<file path="config.mk">
export PLATFORM = sky130hd
export DESIGN_NAME = bcd_converter_seq_flat
export DESIGN_NICKNAME = d
export VERILOG_FILES = /design/src/rtl/bcd_converter_seq_if.sv /design/src/rtl/bcd_converter_seq.sv /design/src/flat_wrapper.sv
export SDC_FILE = /design/constraint.sdc
export NUM_CORES = 1
export LEC_CHECK = 0
export CORE_MARGIN = 1
export CORE_UTILIZATION = 45
export DETAILED_ROUTE_END_ITERATION = 12
export GPL_TIMING_DRIVEN = 0
export PLACE_DENSITY = 0.77
export SETUP_SLACK_MARGIN = 0.2
export SLEW_MARGIN = 20
export SYNTH_ARGS = -nofsm -noshare
export SYNTH_HDL_FRONTEND = slang
export SYNTH_SLANG_ARGS = --single-unit
</file>
<file path="constraint.sdc">
create_clock -name clk -period 3.8 [get_ports clk]
set_input_delay 0.38 -clock clk [delete_from_list [all_inputs] [get_ports clk]]
set_output_delay 0.38 -clock clk [all_outputs]
set_load 0.01 [all_outputs]
</file>
<file path="src/rtl/bcd_converter_seq_if.sv">
// Handshake bundle between a binary producer and the sequential BCD converter.
// With BCD_BLANK_EN defined the bundle also carries the leading-zero blank mask.
interface bcd_converter_seq_if #(
  parameter int unsigned BIN_W  = 8,
  parameter int unsigned DIGITS = 3
);
  logic                  in_valid;
  logic                  in_ready;
  logic [BIN_W-1:0]      in_data;
  logic                  out_valid;
  logic                  out_ready;
  logic [4*DIGITS-1:0]   bcd;
  logic                  overflow;
  logic                  busy;
`ifdef BCD_BLANK_EN
  logic [DIGITS-1:0]     blank;

  modport master (
    output in_valid, in_data, out_ready,
    input  in_ready, out_valid, bcd, overflow, busy, blank
  );
  modport slave (
    input  in_valid, in_data, out_ready,
    output in_ready, out_valid, bcd, overflow, busy, blank
  );
`else
  modport master (
    output in_valid, in_data, out_ready,
    input  in_ready, out_valid, bcd, overflow, busy
  );
  modport slave (
    input  in_valid, in_data, out_ready,
    output in_ready, out_valid, bcd, overflow, busy
  );
`endif
endinterface

</file>
<file path="src/rtl/bcd_converter_seq.sv">
// Sequential binary-to-BCD converter (double dabble), one input bit per clock.
// Optional leading-zero blank mask enabled by defining BCD_BLANK_EN.
module bcd_converter_seq #(
  parameter int unsigned BIN_W  = 8,
  parameter int unsigned DIGITS = 3
) (
  input  logic               clk,
  input  logic               rst,
  bcd_converter_seq_if.slave bus
);

  localparam int unsigned ACC_W = 4 * DIGITS;
  localparam int unsigned CNT_W = $clog2(BIN_W + 1);

  typedef enum logic [1:0] {
    ST_IDLE  = 2'd0,
    ST_SHIFT = 2'd1,
    ST_DONE  = 2'd2
  } state_e;

  state_e             state_q, state_d;
  logic [BIN_W-1:0]   bin_q, bin_d;
  logic [ACC_W-1:0]   acc_q, acc_d;
  logic [ACC_W-1:0]   acc_corr;
  logic [CNT_W-1:0]   cnt_q, cnt_d;
  logic               ovf_q, ovf_d;
  logic               in_ready_q, in_ready_d;
  logic               out_valid_q, out_valid_d;
  logic               busy_q, busy_d;
`ifdef BCD_BLANK_EN
  logic [DIGITS-1:0]  blank_q, blank_d;
  logic               upper_zero;
`endif

  // Add 3 to every digit that is 5 or more; the result stays within 4 bits.
  function automatic logic [ACC_W-1:0] add3_digits(input logic [ACC_W-1:0] acc);
    logic [ACC_W-1:0] res;
    res = acc;
    for (int k = 0; k < int'(DIGITS); k++) begin
      if (acc[4*k +: 4] >= 4'd5) begin
        res[4*k +: 4] = acc[4*k +: 4] + 4'd3;
      end
    end
    return res;
  endfunction

  assign acc_corr = add3_digits(acc_q);

  // State and datapath registers.
  always_ff @(posedge clk) begin
    if (rst) begin
      state_q     <= ST_IDLE;
      bin_q       <= '0;
      acc_q       <= '0;
      cnt_q       <= '0;
      ovf_q       <= 1'b0;
      in_ready_q  <= 1'b1;
      out_valid_q <= 1'b0;
      busy_q      <= 1'b0;
`ifdef BCD_BLANK_EN
      blank_q     <= '0;
`endif
    end else begin
      state_q     <= state_d;
      bin_q       <= bin_d;
      acc_q       <= acc_d;
      cnt_q       <= cnt_d;
      ovf_q       <= ovf_d;
      in_ready_q  <= in_ready_d;
      out_valid_q <= out_valid_d;
      busy_q      <= busy_d;
`ifdef BCD_BLANK_EN
      blank_q     <= blank_d;
`endif
    end
  end

  // Next-state and registered-output logic.
  always_comb begin
    state_d     = state_q;
    bin_d       = bin_q;
    acc_d       = acc_q;
    cnt_d       = cnt_q;
    ovf_d       = ovf_q;
    in_ready_d  = in_ready_q;
    out_valid_d = out_valid_q;
    busy_d      = busy_q;

    unique case (state_q)
      ST_IDLE: begin
        if (bus.in_valid && in_ready_q) begin
          bin_d      = bus.in_data;
          acc_d      = '0;
          ovf_d      = 1'b0;
          cnt_d      = CNT_W'(BIN_W);
          in_ready_d = 1'b0;
          busy_d     = 1'b1;
          state_d    = ST_SHIFT;
        end
      end
      ST_SHIFT: begin
        // A bit leaving the top digit is a decimal carry out of the result.
        acc_d = {acc_corr[ACC_W-2:0], bin_q[BIN_W-1]};
        bin_d = bin_q << 1;
        ovf_d = ovf_q | acc_corr[ACC_W-1];
        cnt_d = cnt_q - CNT_W'(1);
        if (cnt_q == CNT_W'(1)) begin
          busy_d      = 1'b0;
          out_valid_d = 1'b1;
          state_d     = ST_DONE;
        end
      end
      ST_DONE: begin
        if (bus.out_ready) begin
          out_valid_d = 1'b0;
          in_ready_d  = 1'b1;
          state_d     = ST_IDLE;
        end
      end
      default: begin
        state_d     = ST_IDLE;
        in_ready_d  = 1'b1;
        out_valid_d = 1'b0;
        busy_d      = 1'b0;
      end
    endcase

`ifdef BCD_BLANK_EN
    // Blank a digit when it and every digit above it are zero; units always shown.
    blank_d    = '0;
    upper_zero = 1'b1;
    for (int k = int'(DIGITS) - 1; k >= 1; k--) begin
      upper_zero = upper_zero & (acc_d[4*k +: 4] == 4'd0);
      blank_d[k] = upper_zero;
    end
`endif
  end

  assign bus.in_ready  = in_ready_q;
  assign bus.out_valid = out_valid_q;
  assign bus.bcd       = acc_q;
  assign bus.overflow  = ovf_q;
  assign bus.busy      = busy_q;
`ifdef BCD_BLANK_EN
  assign bus.blank     = blank_q;
`endif

endmodule

</file>
<file path="src/flat_wrapper.sv">
// flat-port wrapper written by rule: the top's interface ports become plain ports
module bcd_converter_seq_flat 
#(
  parameter int unsigned BIN_W  = 8,
  parameter int unsigned DIGITS = 3
)
  (clk, rst, bus_in_valid, bus_in_data, bus_out_ready, bus_in_ready, bus_out_valid, bus_bcd, bus_overflow, bus_busy);
  bcd_converter_seq_if #(.BIN_W(BIN_W), .DIGITS(DIGITS)) bus_i ();
  input  logic clk;
  input  logic rst;
  input wire logic [$bits(bus_i.in_valid)-1:0] bus_in_valid;
  input wire logic [$bits(bus_i.in_data)-1:0] bus_in_data;
  input wire logic [$bits(bus_i.out_ready)-1:0] bus_out_ready;
  output wire logic [$bits(bus_i.in_ready)-1:0] bus_in_ready;
  output wire logic [$bits(bus_i.out_valid)-1:0] bus_out_valid;
  output wire logic [$bits(bus_i.bcd)-1:0] bus_bcd;
  output wire logic [$bits(bus_i.overflow)-1:0] bus_overflow;
  output wire logic [$bits(bus_i.busy)-1:0] bus_busy;
  assign bus_i.in_valid = bus_in_valid;
  assign bus_i.in_data = bus_in_data;
  assign bus_i.out_ready = bus_out_ready;
  assign bus_in_ready = bus_i.in_ready;
  assign bus_out_valid = bus_i.out_valid;
  assign bus_bcd = bus_i.bcd;
  assign bus_overflow = bus_i.overflow;
  assign bus_busy = bus_i.busy;
  bcd_converter_seq #(.BIN_W(BIN_W), .DIGITS(DIGITS)) u_core (.clk(clk), .rst(rst), .bus(bus_i));
endmodule
</file>
== Word-level counts from Yosys, hierarchy flattened ==
Cells that the tools add are included.
Storage, ports and cells
  flip-flop bits (word level): 30
Operators by class
  $add $sub $neg: 4
  equality and inequality tests: 6
  reduce and logical (&&, ||, !) cells: 8
  order comparisons: 3
  bitwise gates (word level): 4
  multiplexer cells: 23
Operator list (number)
  one-hot mux 12 bit (2 select lines): 1
  two-way mux 4 bit: 4
  one-hot mux 8 bit (2 select lines): 1
  adder 4 x 2 -> 4 bit, second input constant: 3
  greater-or-equal comparator 4 x 3 -> 1 bit, second input constant: 3
  two-way mux 12 bit: 1
  AND reduction 3 bit: 4
  one-hot mux 1 bit (3 select lines): 3
  two-way mux 8 bit: 1
  one-hot mux 4 bit (2 select lines): 1
  two-way mux 1 bit: 6
  two-way mux 2 bit: 3
  one-hot mux 2 bit (3 select lines): 1
  equality test 4 x 1 -> 1 bit, second input constant: 1
  != test 2 x 1 -> 1 bit, second input constant: 2
  subtractor 4 x 1 -> 4 bit, second input constant: 1
  NOT 1 bit: 3
  equality test 2 x 1 -> 1 bit, second input constant: 1
  equality test 2 bit, second input constant: 1
  logical NOT 2 bit: 1
  != test 2 bit, second input constant: 1
  one-hot mux 1 bit (2 select lines): 1
  AND reduction 2 bit: 1
  nonzero test 2 bit: 1
  other kinds (2): 2

== Depth between registers and ports, before layout ==
  word-level depth: 4
  gate-level depth with buffers: 5

== Least setup slack after synthesis ==
OpenSTA, ideal clock, no wires.
  kind: register -> register
  start point: register u_core.acc_q[8] (netlist: u_core.bus.bcd[8])
  end point: register u_core.ovf_q (netlist: u_core.bus.overflow)
  setup time: 0.101 ns
  stages on the path, launching flop included: 6
  data arrival time: 1.300 ns
  clock period less this slack: 1.401 ns
  path buffers: 0
  setup slack: 2.399 ns
  cells stage by stage: dfxtp_1 -> inv_1 -> ha_1 -> nor2b_1 -> o21a_1 -> o41ai_1
Between the ends
  word-level cells in the longest chain between the ends: 4
Ends and longest elaborated chain
  start, declared: line bcd_converter_seq.sv:23  | logic [ACC_W-1:0] acc_q, acc_d;
  start signal, assigned: line bcd_converter_seq.sv:54  | acc_q <= '0;
  start signal, assigned: line bcd_converter_seq.sv:66  | acc_q <= acc_d;
  adder 4 x 2 -> 4 bit / greater-or-equal comparator 4 x 3 -> 1 bit (equally long branches): line bcd_converter_seq.sv:41, bcd_converter_seq.sv:40
  two-way mux 4 bit *: line bcd_converter_seq.sv:40  | if (acc[4*k +: 4] >= 4'd5) begin
  bitwise OR 1 bit *: line bcd_converter_seq.sv:105  | ovf_d = ovf_q | acc_corr[ACC_W-1];
  one-hot mux 1 bit (2 select lines) *: line bcd_converter_seq.sv:89  | unique case (state_q)
  end signal, assigned: line bcd_converter_seq.sv:68  | ovf_q <= ovf_d;
  end, declared: line bcd_converter_seq.sv:26  | logic ovf_q, ovf_d;
Every way passes the cells marked *; elsewhere a longest branch is shown, timed or not.
A chain may end at the register's enable or synchronous reset.

== Final worst setup path ==
  start point: register u_core.in_ready_q (netlist: u_core.bus.in_ready)
  end point: output port bus_in_ready
RTL lines
  start, declared: line bcd_converter_seq.sv:27  | logic in_ready_q, in_ready_d;
  start signal, assigned: line bcd_converter_seq.sv:69  | in_ready_q <= in_ready_d;
  end, declared: line flat_wrapper.sv:14  | output wire logic [$bits(bus_i.in_ready)-1:0] bus_in_ready;
No word-level cell between the ends.

==> key figures <==
Synthesis
  – Synth Instances: 186
  – Prevailing post-synth register cell: dfxtp_1
  – Number of flops mapped to enable cells by yosys: 0
  – Most numerous cell in the Yosys netlist: dfxtp_1
  – Top cells by count, synth: dfxtp_1 (30), a21oi_1 (18), inv_1 (17)
  – Number of flip-flops and latches in the synthesized netlist: 30
  – Avg Synthesized Cell Area: 8.77 um2
  – Synth Area in Compound Gates: 0.287
  – Total nets after synthesis: 206
  – Area share of the leading cell type in the synthesized netlist: 0.368
  – Combinational family with the most area after synthesis: compound AO/OA/AOI/OAI gates
  – Cell variety after synth: 37
  – Top area cells in the synthesized netlist: dfxtp_1 (37%), o211ai_1 (6.4%), ha_1 (6.1%)
  – Xor/xnor share of the synthesized area: 0.0215
  – Fraction of synthesized area in multiplexers: 0.0430
  – Synth async-reset ratio: 0
  – Synthesis warning total: 0
  – Register area share after synthesis: 0.368
  – Post-Synth Adder-Cell Area: 0.0614
  – Synthesized cell area: 1630 um2
  – Basic-gate share of the synthesized area counting and, or, nand and nor cells: 0.142
  – Cell taking the most area after synthesis: dfxtp_1

Floorplanning
  – Initial standard-cell utilization of the core: 0.477
  – Count of boundary I/O pins: 28
  – Number of core rows: 21
  – Std-Cell Core Area: 3420 um2
  – Die height: 62.2 um
  – Chip width: 62.2 um
  – Area enclosed by the die boundary: 3870 um2

Timing
  – Setup TNS: 0 ps
  – Worst rel slew slack: 0.585
  – Achievable Freq: 581 MHz
  – Count of endpoints failing setup in the final report: 0
  – Min Clock Period, post-route: 1720 ps
  – Fin crit share: 0.453
  – Count of endpoints failing hold in the final timing report: 0
  – Measured slew at the worst slew-check pin: 623 ps
  – Final Skew: 5.13 ps
  – Unrepaired setup endpoints after global routing: no
  – Slew Limit Fails: 0
  – Final worst slack: 2080 ps

Global route
  – GR Util met3: 0.0386
  – Global-route usage over all layers: 0.202
  – Wire length of the first global-routing pass: 6.35 mm
  – Maximum number of pins on one net before global-route repair: 11
  – M1 GR Usage: 0.274
  – Antenna violations before repair: 0
  – GRT Residual Overflow: 0
  – Via count of the first global-routing pass: 1417
  – Global routing usage on met2: 0.313
  – Layer carrying the most global-route usage: met2

Clock network
  – Clock sink count: 30
  – H-tree level count: 2
  – CTS tree: yes
  – TritonCTS Buffers: 5
  – Clk slew on worst S/H paths: 90 ps
  – Clock tree root buffer cell: clkbuf_4
  – Hold buffer count at CTS: 0
  – PostCTS Resize Cnt: 0
  – Skew-Pair Late Insertion Delay: 330 ps
  – Maximum buffer depth of the clock tree: 2
  – Post-CTS Repair Setup Buffers: 0

Setup path
  – Data arrival time of the critical path: 1340 ps
  – Logic depth of the worst path, buffers included: 1
  – CP top delay family: buffers and inverters
  – Data required time of the worst path: 3420 ps
  – Number of buffer and inverter instances along the worst setup path: 1
  – Largest stage delay on the critical path: 570 ps
  – Highest-delay cell along the critical path: clkdlybuf4s50_1
  – Kind of launch point of the worst setup path: flip-flop
  – Highest fanout seen on the critical path: 7
  – Sort of element at the end of the critical path: primary output
  – Logic depth of the worst register-to-register path: 5
  – Worst setup path category: flip-flop to primary output
  – Critical Path, Cell by Cell: clkdlybuf4s50_1

Final layout
  – Layout Cell Area excl Fill: 2020 um2
  – Share of final-layout standard cells stronger than drive strength 1: 0.0814
  – Final Instance Count excl. Fillers: 267
  – Layout Nets: 240
  – Post-layout util: 0.591
  – Total inserted antenna cells: 0
  – Post-synthesis to final-layout area growth: 23.8%

Route
  – Total number of vias: 1481
  – Pre-Repair DR Iteration Count: 5
  – Antenna viol nets, final: 0
  – Via/cell ratio: 5.55
  – Number of DRC markers after the initial detailed-route iteration: 71
  – Average wire length per cell after detail routing: 13.6 um
  – Post-detailed-route DRC marker count: 0
  – Total Routed Length: 3.64 mm

Pwr
  – Largest voltage drop on the vdd net: 0.262 mV
  – Pleak: 0.711 nW
  – Power per cell area: 364 nW/um2

Placed design
  – Total cell area at the placement stage: 1960 um2
  – RD Place Congestion: 0.791
  – HPWL after DPL: 2.62 mm
  – Placed insts: 259
  – Worst-case setup slack after placement: 1740 ps
  – Count of port buffers added during placement: 27

Min path
  – Cell depth of the worst hold path: 2
  – Path type of the worst min-delay path: flip-flop to flip-flop

Status
  – Outcome: finished clean

Run
  – Number of maximum-capacitance constraint violations: 0
[metrics by stage]
stage                     hold WS (ps)  power (W)
after floorplan                    436   0.000486
after global placement             455   0.000538
after detailed placement           459   0.000539
after CTS                          472   0.000736
after global routing               503   0.000779
final                              470   0.000735
[registers in the layout, summed over array words and instances, names as in the netlist]
name / count
u_core.bin_q: 8
u_core.bus.bcd: 12
u_core.bus.busy: 1
u_core.bus.in_ready: 1
u_core.bus.out_valid: 1
u_core.bus.overflow: 1
u_core.cnt_q: 4
u_core.state_q: 2
[layout make-up]
class / count / area [um2]
clock buffer: 7 / 55.1
tap: 46 / 57.6
inverter: 17 / 63.8
buffer: 13 / 61.3
fill: 314 / 1400
timing repair buffer: 27 / 270
clock inverter: 1 / 5.00
sequential: 30 / 601
multi-input combinational: 126 / 905
[metal layers]
| layer | part of all wire | vias up |
|---|---|---|
| met1 | 0.50 | 686 |
| met5 | 0 | - |
| met2 | 0.45 | 35 |
| met3 | 0.038 | 4 |
| met4 | 0.0071 | 0 |
| li1 | - | 756 |
[cells in the final DEF (no fill, tap or decap), drive strengths merged, types with 2 or more instances in the layout]
master          n
buf             8
nand2           6
o211ai         14
inv            17
clkdlybuf4s50  27
nand2b          6
nor4b           3
dfxtp          30
a311oi          7
xnor2           3
o21ai          10
nor2b           4
clkbuf         12
nor2            3
a21oi          18
ha              8
o21a            4
nand3b          2
o41ai           3
o2111ai         6
mux2i           7
nand3           4
o31ai           3
nor3            2
[where the power goes]
group	switching (W)	internal [W]	total, W
clock network	0.000111	0.0000896	0.000200
registers	0.0000190	0.000342	0.000361
logic	0.0000957	0.0000784	0.000174
total	0.000225	0.000510	0.000735
[cell families after synthesis]
kind of cell | after synthesis
mux | 7
compound gates | 69
flops | 30
buf+inv | 30
fa+ha+maj | 8
xor+xnor | 4
simple gates | 38
[path summary, 6_finish.rpt]
path                  startpoint             endpoint  slack, ps
max          u_core.bus.in_ready         bus_in_ready       2080
min reg2reg      u_core.bin_q[7]    u_core.bus.bcd[0]        470
max reg2reg    u_core.bus.bcd[8]  u_core.bus.overflow       2260
min              u_core.bin_q[7]    u_core.bus.bcd[0]        470
(Power assumes the default switching activity.)
